<file path="config.mk">
export PLATFORM = sky130hd
export DESIGN_NAME = mc_main_ctrl
export DESIGN_NICKNAME = d
export VERILOG_FILES = /design/src/rtl/mc_ctrl_pkg.sv /design/src/rtl/mc_ctrl_outdec.sv /design/src/rtl/mc_main_ctrl.sv
export SDC_FILE = /design/constraint.sdc
export NUM_CORES = 1
export LEC_CHECK = 0
export BUFFER_PORTS_ARGS = -buffer_cell sky130_fd_sc_hd__clkbuf_2
export CAP_MARGIN = 20
export CORE_MARGIN = 4
export CORE_UTILIZATION = 29
export DETAILED_ROUTE_END_ITERATION = 16
export MAX_ROUTING_LAYER = met4
export PLACE_DENSITY_LB_ADDON = 0.12
export SYNTH_ARGS = -nofsm -noshare
export SYNTH_HDL_FRONTEND = slang
export SYNTH_HIERARCHICAL = 1
export SYNTH_SLANG_ARGS = --single-unit
</file>
<file path="constraint.sdc">
create_clock -name clk_i -period 2.3 [get_ports clk_i]
set_input_delay 0.345 -clock clk_i [delete_from_list [all_inputs] [get_ports clk_i]]
set_output_delay 0.345 -clock clk_i [all_outputs]
set_load 0.02 [all_outputs]
</file>
<file path="src/rtl/mc_ctrl_pkg.sv">
// Shared constants for the multi-cycle MIPS main controller:
// opcodes, FSM state encoding, ALUOp codes and datapath mux selects.
package mc_ctrl_pkg;

    localparam logic [5:0] OP_RTYPE = 6'b000000;
    localparam logic [5:0] OP_LW    = 6'b100011;
    localparam logic [5:0] OP_SW    = 6'b101011;
    localparam logic [5:0] OP_BEQ   = 6'b000100;
    localparam logic [5:0] OP_J     = 6'b000010;
    localparam logic [5:0] OP_ADDI  = 6'b001000;
    localparam logic [5:0] OP_ORI   = 6'b001101;

    typedef enum logic [3:0] {
        IDLE,
        FETCH,
        DECODE,
        MEM_ADDR,
        MEM_RD,
        MEM_WB,
        MEM_WR,
        R_EXEC,
        R_WB,
        BRANCH,
        JUMP,
        I_EXEC,
        I_WB,
        TRAP
    } state_e;

    localparam logic [2:0] ALUOP_ADD   = 3'b000;
    localparam logic [2:0] ALUOP_SUB   = 3'b001;
    localparam logic [2:0] ALUOP_OR    = 3'b010;
    localparam logic [2:0] ALUOP_RTYPE = 3'b100;

    localparam logic [1:0] PCSRC_ALU    = 2'b00;
    localparam logic [1:0] PCSRC_ALUOUT = 2'b01;
    localparam logic [1:0] PCSRC_JUMP   = 2'b10;

    localparam logic       SRCA_PC = 1'b0;
    localparam logic       SRCA_RS = 1'b1;

    localparam logic [1:0] SRCB_RT     = 2'b00;
    localparam logic [1:0] SRCB_FOUR   = 2'b01;
    localparam logic [1:0] SRCB_IMM    = 2'b10;
    localparam logic [1:0] SRCB_IMMSH2 = 2'b11;

    localparam logic       IORD_PC     = 1'b0;
    localparam logic       IORD_ALUOUT = 1'b1;

    localparam logic       REGDST_RT = 1'b0;
    localparam logic       REGDST_RD = 1'b1;

    localparam logic       WB_ALUOUT = 1'b0;
    localparam logic       WB_MDR    = 1'b1;

    // States that stall on the memory handshake
    function automatic logic is_mem_wait(input state_e s);
        return (s == FETCH) || (s == MEM_RD) || (s == MEM_WR);
    endfunction

endpackage

</file>
<file path="src/rtl/mc_ctrl_outdec.sv">
// Moore output decoder: maps controller state to datapath strobes.
// Only the handshake/branch strobes look at mem_ready_i and zero_i.
module mc_ctrl_outdec
    import mc_ctrl_pkg::*;
(
    input  state_e      state_i,
    input  logic [5:0]  op_q_i,
    input  logic        mem_ready_i,
    input  logic        zero_i,
    output logic        pc_write_o,
    output logic [1:0]  pc_src_o,
    output logic        ir_write_o,
    output logic        iord_o,
    output logic        mem_read_o,
    output logic        mem_write_o,
    output logic        reg_write_o,
    output logic        reg_dst_o,
    output logic        mem_to_reg_o,
    output logic        alu_src_a_o,
    output logic [1:0]  alu_src_b_o,
    output logic [2:0]  ALUOp_o,
    output logic        instr_done_o,
    output logic        illegal_o
);

    // Decode per-state strobes; everything defaults inactive
    always_comb begin
        pc_write_o   = 1'b0;
        pc_src_o     = PCSRC_ALU;
        ir_write_o   = 1'b0;
        iord_o       = IORD_PC;
        mem_read_o   = 1'b0;
        mem_write_o  = 1'b0;
        reg_write_o  = 1'b0;
        reg_dst_o    = REGDST_RT;
        mem_to_reg_o = WB_ALUOUT;
        alu_src_a_o  = SRCA_PC;
        alu_src_b_o  = SRCB_RT;
        ALUOp_o      = ALUOP_ADD;
        instr_done_o = 1'b0;
        illegal_o    = 1'b0;
        unique case (state_i)
            FETCH: begin
                mem_read_o  = 1'b1;
                alu_src_b_o = SRCB_FOUR;
                ir_write_o  = mem_ready_i;
                pc_write_o  = mem_ready_i;
            end
            DECODE: begin
                alu_src_b_o = SRCB_IMMSH2;
            end
            MEM_ADDR: begin
                alu_src_a_o = SRCA_RS;
                alu_src_b_o = SRCB_IMM;
            end
            MEM_RD: begin
                mem_read_o = 1'b1;
                iord_o     = IORD_ALUOUT;
            end
            MEM_WB: begin
                reg_write_o  = 1'b1;
                mem_to_reg_o = WB_MDR;
                instr_done_o = 1'b1;
            end
            MEM_WR: begin
                mem_write_o  = 1'b1;
                iord_o       = IORD_ALUOUT;
                instr_done_o = mem_ready_i;
            end
            R_EXEC: begin
                alu_src_a_o = SRCA_RS;
                ALUOp_o     = ALUOP_RTYPE;
            end
            R_WB: begin
                reg_write_o  = 1'b1;
                reg_dst_o    = REGDST_RD;
                instr_done_o = 1'b1;
            end
            BRANCH: begin
                alu_src_a_o  = SRCA_RS;
                ALUOp_o      = ALUOP_SUB;
                pc_src_o     = PCSRC_ALUOUT;
                pc_write_o   = zero_i;
                instr_done_o = 1'b1;
            end
            JUMP: begin
                pc_write_o   = 1'b1;
                pc_src_o     = PCSRC_JUMP;
                instr_done_o = 1'b1;
            end
            I_EXEC: begin
                alu_src_a_o = SRCA_RS;
                alu_src_b_o = SRCB_IMM;
                ALUOp_o     = (op_q_i == OP_ORI) ? ALUOP_OR : ALUOP_ADD;
            end
            I_WB: begin
                reg_write_o  = 1'b1;
                instr_done_o = 1'b1;
            end
            TRAP: begin
                illegal_o = 1'b1;
            end
            default: ;
        endcase
    end

endmodule

</file>
<file path="src/rtl/mc_main_ctrl.sv">
// Multi-cycle MIPS main controller: next-state, opcode latch, memory
// wait timeout. Optional perf counters under `MC_PERF_CNT_EN`.
module mc_main_ctrl
    import mc_ctrl_pkg::*;
#(
    parameter int MEM_WAIT_MAX = 15
) (
    input  logic        clk_i,
    input  logic        rst_i,
    input  logic [5:0]  op_i,
    input  logic        zero_i,
    input  logic        mem_ready_i,
    output logic        pc_write_o,
    output logic [1:0]  pc_src_o,
    output logic        ir_write_o,
    output logic        iord_o,
    output logic        mem_read_o,
    output logic        mem_write_o,
    output logic        reg_write_o,
    output logic        reg_dst_o,
    output logic        mem_to_reg_o,
    output logic        alu_src_a_o,
    output logic [1:0]  alu_src_b_o,
    output logic [2:0]  ALUOp_o,
    output logic        instr_done_o,
    output logic        illegal_o
`ifdef MC_PERF_CNT_EN
   ,output logic [31:0] cycle_cnt_o
   ,output logic [31:0] retire_cnt_o
`endif
);

    localparam logic [3:0] WAIT_MAX = 4'(MEM_WAIT_MAX);

    state_e      state_q, state_d;
    logic [5:0]  op_q, op_d;
    logic [3:0]  wait_q, wait_d;
    logic        wait_inc;

    // State, latched opcode and wait counter registers
    always_ff @(posedge clk_i or negedge rst_i) begin
        if (!rst_i) begin
            state_q <= IDLE;
            op_q    <= '0;
            wait_q  <= '0;
        end else begin
            state_q <= state_d;
            op_q    <= op_d;
            wait_q  <= wait_d;
        end
    end

    // Next-state sequencing plus memory-stall timeout into TRAP
    always_comb begin
        state_d  = state_q;
        op_d     = op_q;
        wait_inc = is_mem_wait(state_q) && !mem_ready_i;
        wait_d   = wait_inc ? wait_q + 4'd1 : wait_q;
        unique case (state_q)
            IDLE:     state_d = FETCH;
            FETCH:    if (mem_ready_i) state_d = DECODE;
            DECODE: begin
                op_d = op_i;
                unique case (op_i)
                    OP_RTYPE:       state_d = R_EXEC;
                    OP_LW, OP_SW:   state_d = MEM_ADDR;
                    OP_BEQ:         state_d = BRANCH;
                    OP_J:           state_d = JUMP;
                    OP_ADDI, OP_ORI: state_d = I_EXEC;
                    default:        state_d = TRAP;
                endcase
            end
            MEM_ADDR: state_d = (op_q == OP_LW) ? MEM_RD : MEM_WR;
            MEM_RD:   if (mem_ready_i) state_d = MEM_WB;
            MEM_WB:   state_d = FETCH;
            MEM_WR:   if (mem_ready_i) state_d = FETCH;
            R_EXEC:   state_d = R_WB;
            R_WB:     state_d = FETCH;
            BRANCH:   state_d = FETCH;
            JUMP:     state_d = FETCH;
            I_EXEC:   state_d = I_WB;
            I_WB:     state_d = FETCH;
            TRAP:     state_d = TRAP;
            default:  state_d = TRAP;
        endcase
        if ((MEM_WAIT_MAX != 0) && wait_inc && (wait_d == WAIT_MAX)) begin
            state_d = TRAP;
        end
        if (state_d != state_q) begin
            wait_d = '0;
        end
    end

    mc_ctrl_outdec u_outdec (
        .state_i      (state_q),
        .op_q_i       (op_q),
        .mem_ready_i  (mem_ready_i),
        .zero_i       (zero_i),
        .pc_write_o   (pc_write_o),
        .pc_src_o     (pc_src_o),
        .ir_write_o   (ir_write_o),
        .iord_o       (iord_o),
        .mem_read_o   (mem_read_o),
        .mem_write_o  (mem_write_o),
        .reg_write_o  (reg_write_o),
        .reg_dst_o    (reg_dst_o),
        .mem_to_reg_o (mem_to_reg_o),
        .alu_src_a_o  (alu_src_a_o),
        .alu_src_b_o  (alu_src_b_o),
        .ALUOp_o      (ALUOp_o),
        .instr_done_o (instr_done_o),
        .illegal_o    (illegal_o)
    );

`ifdef MC_PERF_CNT_EN
    logic [31:0] cyc_q, ret_q;

    // Active-cycle and retired-instruction counters, wrapping
    always_ff @(posedge clk_i or negedge rst_i) begin
        if (!rst_i) begin
            cyc_q <= '0;
            ret_q <= '0;
        end else begin
            if (state_q != IDLE && state_q != TRAP) cyc_q <= cyc_q + 32'd1;
            if (instr_done_o) ret_q <= ret_q + 32'd1;
        end
    end

    assign cycle_cnt_o  = cyc_q;
    assign retire_cnt_o = ret_q;
`endif

endmodule

</file>
# --- After elaboration in Yosys (flattened, before gate mapping) ---
# Cells that the tools add are included.
classes:
  n_reduce_logical: 16
  add_sub_neg: 1
  n_eq_ne: 23
  n_mux: 24
op_table:
  columns: ["operator", "count"]
  rows:
  - ["case mux 4 bit (8 select lines)", 1]
  - ["equality test 4 bit (second input constant)", 7]
  - ["two-way mux 4 bit", 6]
  - ["case mux 4 bit (5 select lines)", 1]
  - ["equality test 6 x 4 -> 1 bit (second input constant)", 3]
  - ["equality test 6 bit (second input constant)", 3]
  - ["equality test 4 x 3 -> 1 bit (second input constant)", 4]
  - ["OR reduction 2 bit", 5]
  - ["two-way mux 1 bit", 9]
  - ["case mux 3 bit (3 select lines)", 1]
  - ["equality test 4 x 2 -> 1 bit (second input constant)", 2]
  - ["equality test 6 x 2 -> 1 bit (second input constant)", 1]
  - ["equality test 6 x 3 -> 1 bit (second input constant)", 1]
  - ["logical NOT 6 bit", 1]
  - ["case mux 2 bit (3 select lines)", 1]
  - ["OR reduction 6 bit", 1]
  - ["OR reduction 5 bit", 1]
  - ["adder 4 x 1 -> 4 bit (second input constant)", 1]
  - ["equality test 4 x 1 -> 1 bit (second input constant)", 1]
  - ["logical NOT 4 bit", 1]
  - ["two-way mux 2 bit", 2]
  - ["!= test 4 bit", 1]
  - ["case mux 2 bit (2 select lines)", 1]
  - ["OR reduction 4 bit", 1]
  - ["other kinds (6)", 8]
word_totals:
  ff_bits: 14
  in_bits: 10
  out_inout_bits: 18

# --- Logic depth before layout (Yosys ltp) ---
logic_depth:
  word_depth: 10
  mapped_depth: 7

# --- Cells and area by module ---
# The synthesis kept the hierarchy.
by_module_without_submodules:
  columns: ["mod", "area_per_inst_um2", "cells_per_inst", "seq_area_each_um2", "n_inst"]
  rows:
  - ["mc_main_ctrl", 1028.5, 112, 350.3, 1]
  - ["mc_ctrl_outdec", 267.8, 44, 0.0, 1]

# --- Worst setup path before layout ---
# OpenSTA, ideal clock, no wires.
synth_path:
  path_kind: "register to register"
  startpoint: "reg wait_q[0]"
  endpoint: "reg wait_q[0]"
  t_required_ps: 2173
  period_less_slack_ps: 1752
  path_slack_ps: 548
  t_arrival_ps: 1625
  path_stages_with_launch: 8
  cell_sequence: "dfrtp_1 > ha_1 > nor4b_1 > nand3_1 > a21boi_1 > o22ai_1 > nand4_2 > nor3_1"
synth_via:
  elab_chain_len: 7
synth_lines:
  columns: ["item", "line", "source"]
  rows:
  - ["from (decl)", "mc_main_ctrl.sv:37", "logic [3:0] wait_q, wait_d;"]
  - ["from (signal assigned)", "mc_main_ctrl.sv:49", "wait_q <= wait_d;"]
  - ["adder 4 x 1 -> 4 bit", "mc_main_ctrl.sv:58", "wait_d = wait_inc ? wait_q + 4'd1 : wait_q;"]
  - ["two-way mux 4 bit (*)", "mc_main_ctrl.sv:58", null]
  - ["equality test 4 bit", "mc_main_ctrl.sv:86", "if ((MEM_WAIT_MAX != 0) && wait_inc && (wait_d == WAIT_MAX)) begin"]
  - ["logical AND 1 bit", "mc_main_ctrl.sv:86", null]
  - ["two-way mux 4 bit", "mc_main_ctrl.sv:86", null]
  - ["!= test 4 bit", "mc_main_ctrl.sv:89", "if (state_d != state_q) begin"]
  - ["two-way mux 4 bit (*)", "mc_main_ctrl.sv:89", null]
  - ["net wait_d[0]", "mc_main_ctrl.sv:37", null]
# The timed path passes the listed nets; every way through them passes the cells marked *.
# A chain may end at the register's enable or synchronous reset.

# --- Worst setup path after layout ---
layout_path:
  startpoint: "reg state_q[0]"
  endpoint: "out pc_write_o"
layout_via:
  elab_chain_len: 2
layout_lines:
  columns: ["item", "line", "source"]
  rows:
  - ["from (decl)", "mc_main_ctrl.sv:35", "state_e state_q, state_d;"]
  - ["from (signal assigned)", "mc_main_ctrl.sv:47", "state_q <= state_d;"]
  - ["equality test 4 bit / equality test 4 x 1 -> 1 bit (equally long branches)", "mc_ctrl_outdec.sv:42", "unique case (state_i)"]
  - ["case mux 1 bit (3 select lines) (*)", "mc_ctrl_outdec.sv:42", null]
  - ["to (decl)", "mc_main_ctrl.sv:13", "output logic pc_write_o,"]
# Every way passes the cells marked *; elsewhere a longest branch is shown, timed or not.

==> metrics <==
die height 74.9 µm; EDFF count, synth 0; vias in the first global route 1182; Die ar. 0.00560 mm²; initial antenna violation count 0; unrepaired setup endpoints after global routing false; WP data arrival 1.73 ns; IO Count 28; Final Setup Violations 0; crit path from state_q[0]; Syn Nets 167; # fillers 457; setup TNS 0 ns; Final Skew 0.00739 ns; commonest non-fill, non-tap cell in the layout clkbuf_2; Vias 1224; Final ANT Viol Nets 0; htree depth 1; first-pass GRT wire length 5.62 mm; Starting Density 0.298; Top FF cell, synth dfrtp_1; Reg2Reg Depth 7; Die Span X 74.9 µm; R2R setup slack 0.33 ns; CORE AREA 0.00435 mm²; post_cts resized 0; register area share after synthesis 0.270; worst hold path class in2async; All-Layer GR Usage 0.132; max_slew headroom 0.637; kind of critical path reg2out; row count 24; Yosys cell types 48; GR Util met2 0.221; Seq. cell area 350 µm²; #FFs+latches synth 14; Max Buffers Root-to-Sink 2; synthesized cell area 0.00130 mm²; Post-CTS Repair Setup Buffers 0; CTS tree built; DR iter-0 viols 51; placed cell count 231; Post-Route WL 3.30 mm; max frequency 0.482 GHz; pins over their slew limit 0; Worst Max-Slew Pin Slew 0.545 ns; global route overflow 0; Synth Instances 156; FF-to-FF Start wait_q[0]; DRC Markers 0; P_leak 0.636 nW; post-layout instance area 0.00154 mm²; Post-Layout Cell Count 235; Layout area overhead 18.8%; WL per Instance 14.0 µm; CP endpoint kind output port; Final min period 2.07 ns; Port Buffers 27; met1 track demand over resource 0.165; # hold bufs at CTS 0; Final GP Congestion 0.802; fin crit share 0.902; CP max FO 9; hpwl dp 2.62 mm; final hold vios 0; Power Density 1200 mW/mm²; Async S/R FF share, synth 1.00; Final nets 195; GR peak layer met2; area occupied by multi-input gates 848 µm²; vias per std cell 5.21; grt met3 use 0.0160; CTS Buf Count 3; Worst-path clk slew 0.06 ns; dpl cell area 0.00149 mm²; Max VDD drop 0.651 mV; crit start category register; Reg-to-Reg End wait_q[1]; Worst-Skew Late Latency 0.24 ns; Critical Path RT 1.96 ns; total clock sinks 14; status finished clean; most frequent cells in the layout clkbuf_2 (27), nor2_1 (15), dfrtp_1 (14); max-cap violations 0; synthesized area per cell 8.31 µm²; DR pass1 iterations 4; worst setup path endpoint pc_write_o; final core occ 0.354; largest net degree at the start of global routing 18; clock root cell clkbuf_8; layout cells sized above 1 0.322; yosys warns 6; # diodes 0
## cell families (layout without fill, tap and decap cells)
logic type      Yosys count  in the layout  share of synthesized area
mux                       7              7                     0.0598
fa+ha+maj                 1              1                    0.00965
simple gates             73             73                      0.335
xor+xnor                  6              6                     0.0405
flops                    14             14                      0.270
buf+inv                  17             44                     0.0753
compound gates           38             38                      0.209
## worst max-delay path, stage by stage (launching register included)
cell      delay, ns
dfrtp_1        0.52
buf_4          0.22
and2b_1        0.20
nand2_1        0.09
a311oi_2       0.25
clkbuf_2       0.20
## per-stage QoR
stage | power (mW) | hold slack (ns) | setup WS (ns)
after floorplan | 1.34 | 0.0494 | 0.548
after global placement | 1.63 | 0.262 | 0.339
after detailed placement | 1.63 | 0.268 | 0.313
after CTS | 1.87 | 0.00901 | 0.210
after global routing | 2.03 | 0.0249 | 0.0841
final | 1.85 | 0.000403 | 0.225
## sequential cells by signal, indices dropped and copies added, names as in the netlist
signal   flops
wait_q       4
state_q      4
op_q         6
## where the power goes
group,switching [mW],internal (mW),total (mW),leakage (nW)
sequential,0.142,0.333,0.475,0.178
combinational,0.662,0.481,1.14,0.429
clock,0.0820,0.151,0.233,0.0288
## final cells by class
cell class | instances | area share
clock buffer | 4 | 0.0357
inverter | 3 | 0.00731
multi-input combinational | 125 | 0.551
sequential | 14 | 0.227
tap | 52 | 0.0422
timing repair buffer | 37 | 0.136
## per-layer routing
layer | part of all wire | routed length (µm) | vias up
met2 | 0.48 | 1590 | 32
met3 | 0.049 | 161 | 4
met1 | 0.46 | 1510 | 559
li1 | - | - | 629
met5 | 0 | 0 | -
met4 | 0.012 | 40 | 0
## synth_stat cells (2+ instances only)
master	n	share of area
nand3_1	3	0.012
a31oi_1	2	0.0097
o21ai_1	4	0.015
xnor2_1	2	0.014
nand4_1	3	0.014
inv_1	3	0.0087
o21ai_0	6	0.023
a21oi_1	8	0.031
nor2b_1	4	0.019
buf_6	4	0.035
nor2_1	15	0.043
o221ai_1	2	0.014
nor3b_1	2	0.012
o31ai_1	2	0.012
nand2b_1	7	0.034
nor4b_1	3	0.020
nor4_1	4	0.019
dfrtp_1	14	0.27
a21boi_1	2	0.012
buf_2	3	0.012
xor2_1	4	0.027
nand2_1	12	0.035
a211oi_1	3	0.017
mux2_2	6	0.052
nor3_1	9	0.035
and2b_1	2	0.012
clkbuf_1	6	0.017
## worst min path at each step
stage	endpoint	cells past startpoint
global route	state_q[3]	1
CTS	state_q[3]	1
finish	state_q[0]	1
floorplan	op_q[0]	0
global placement	wait_q[2]	1
detailed placement	wait_q[2]	1
Power figures use the tool's default switching activity.
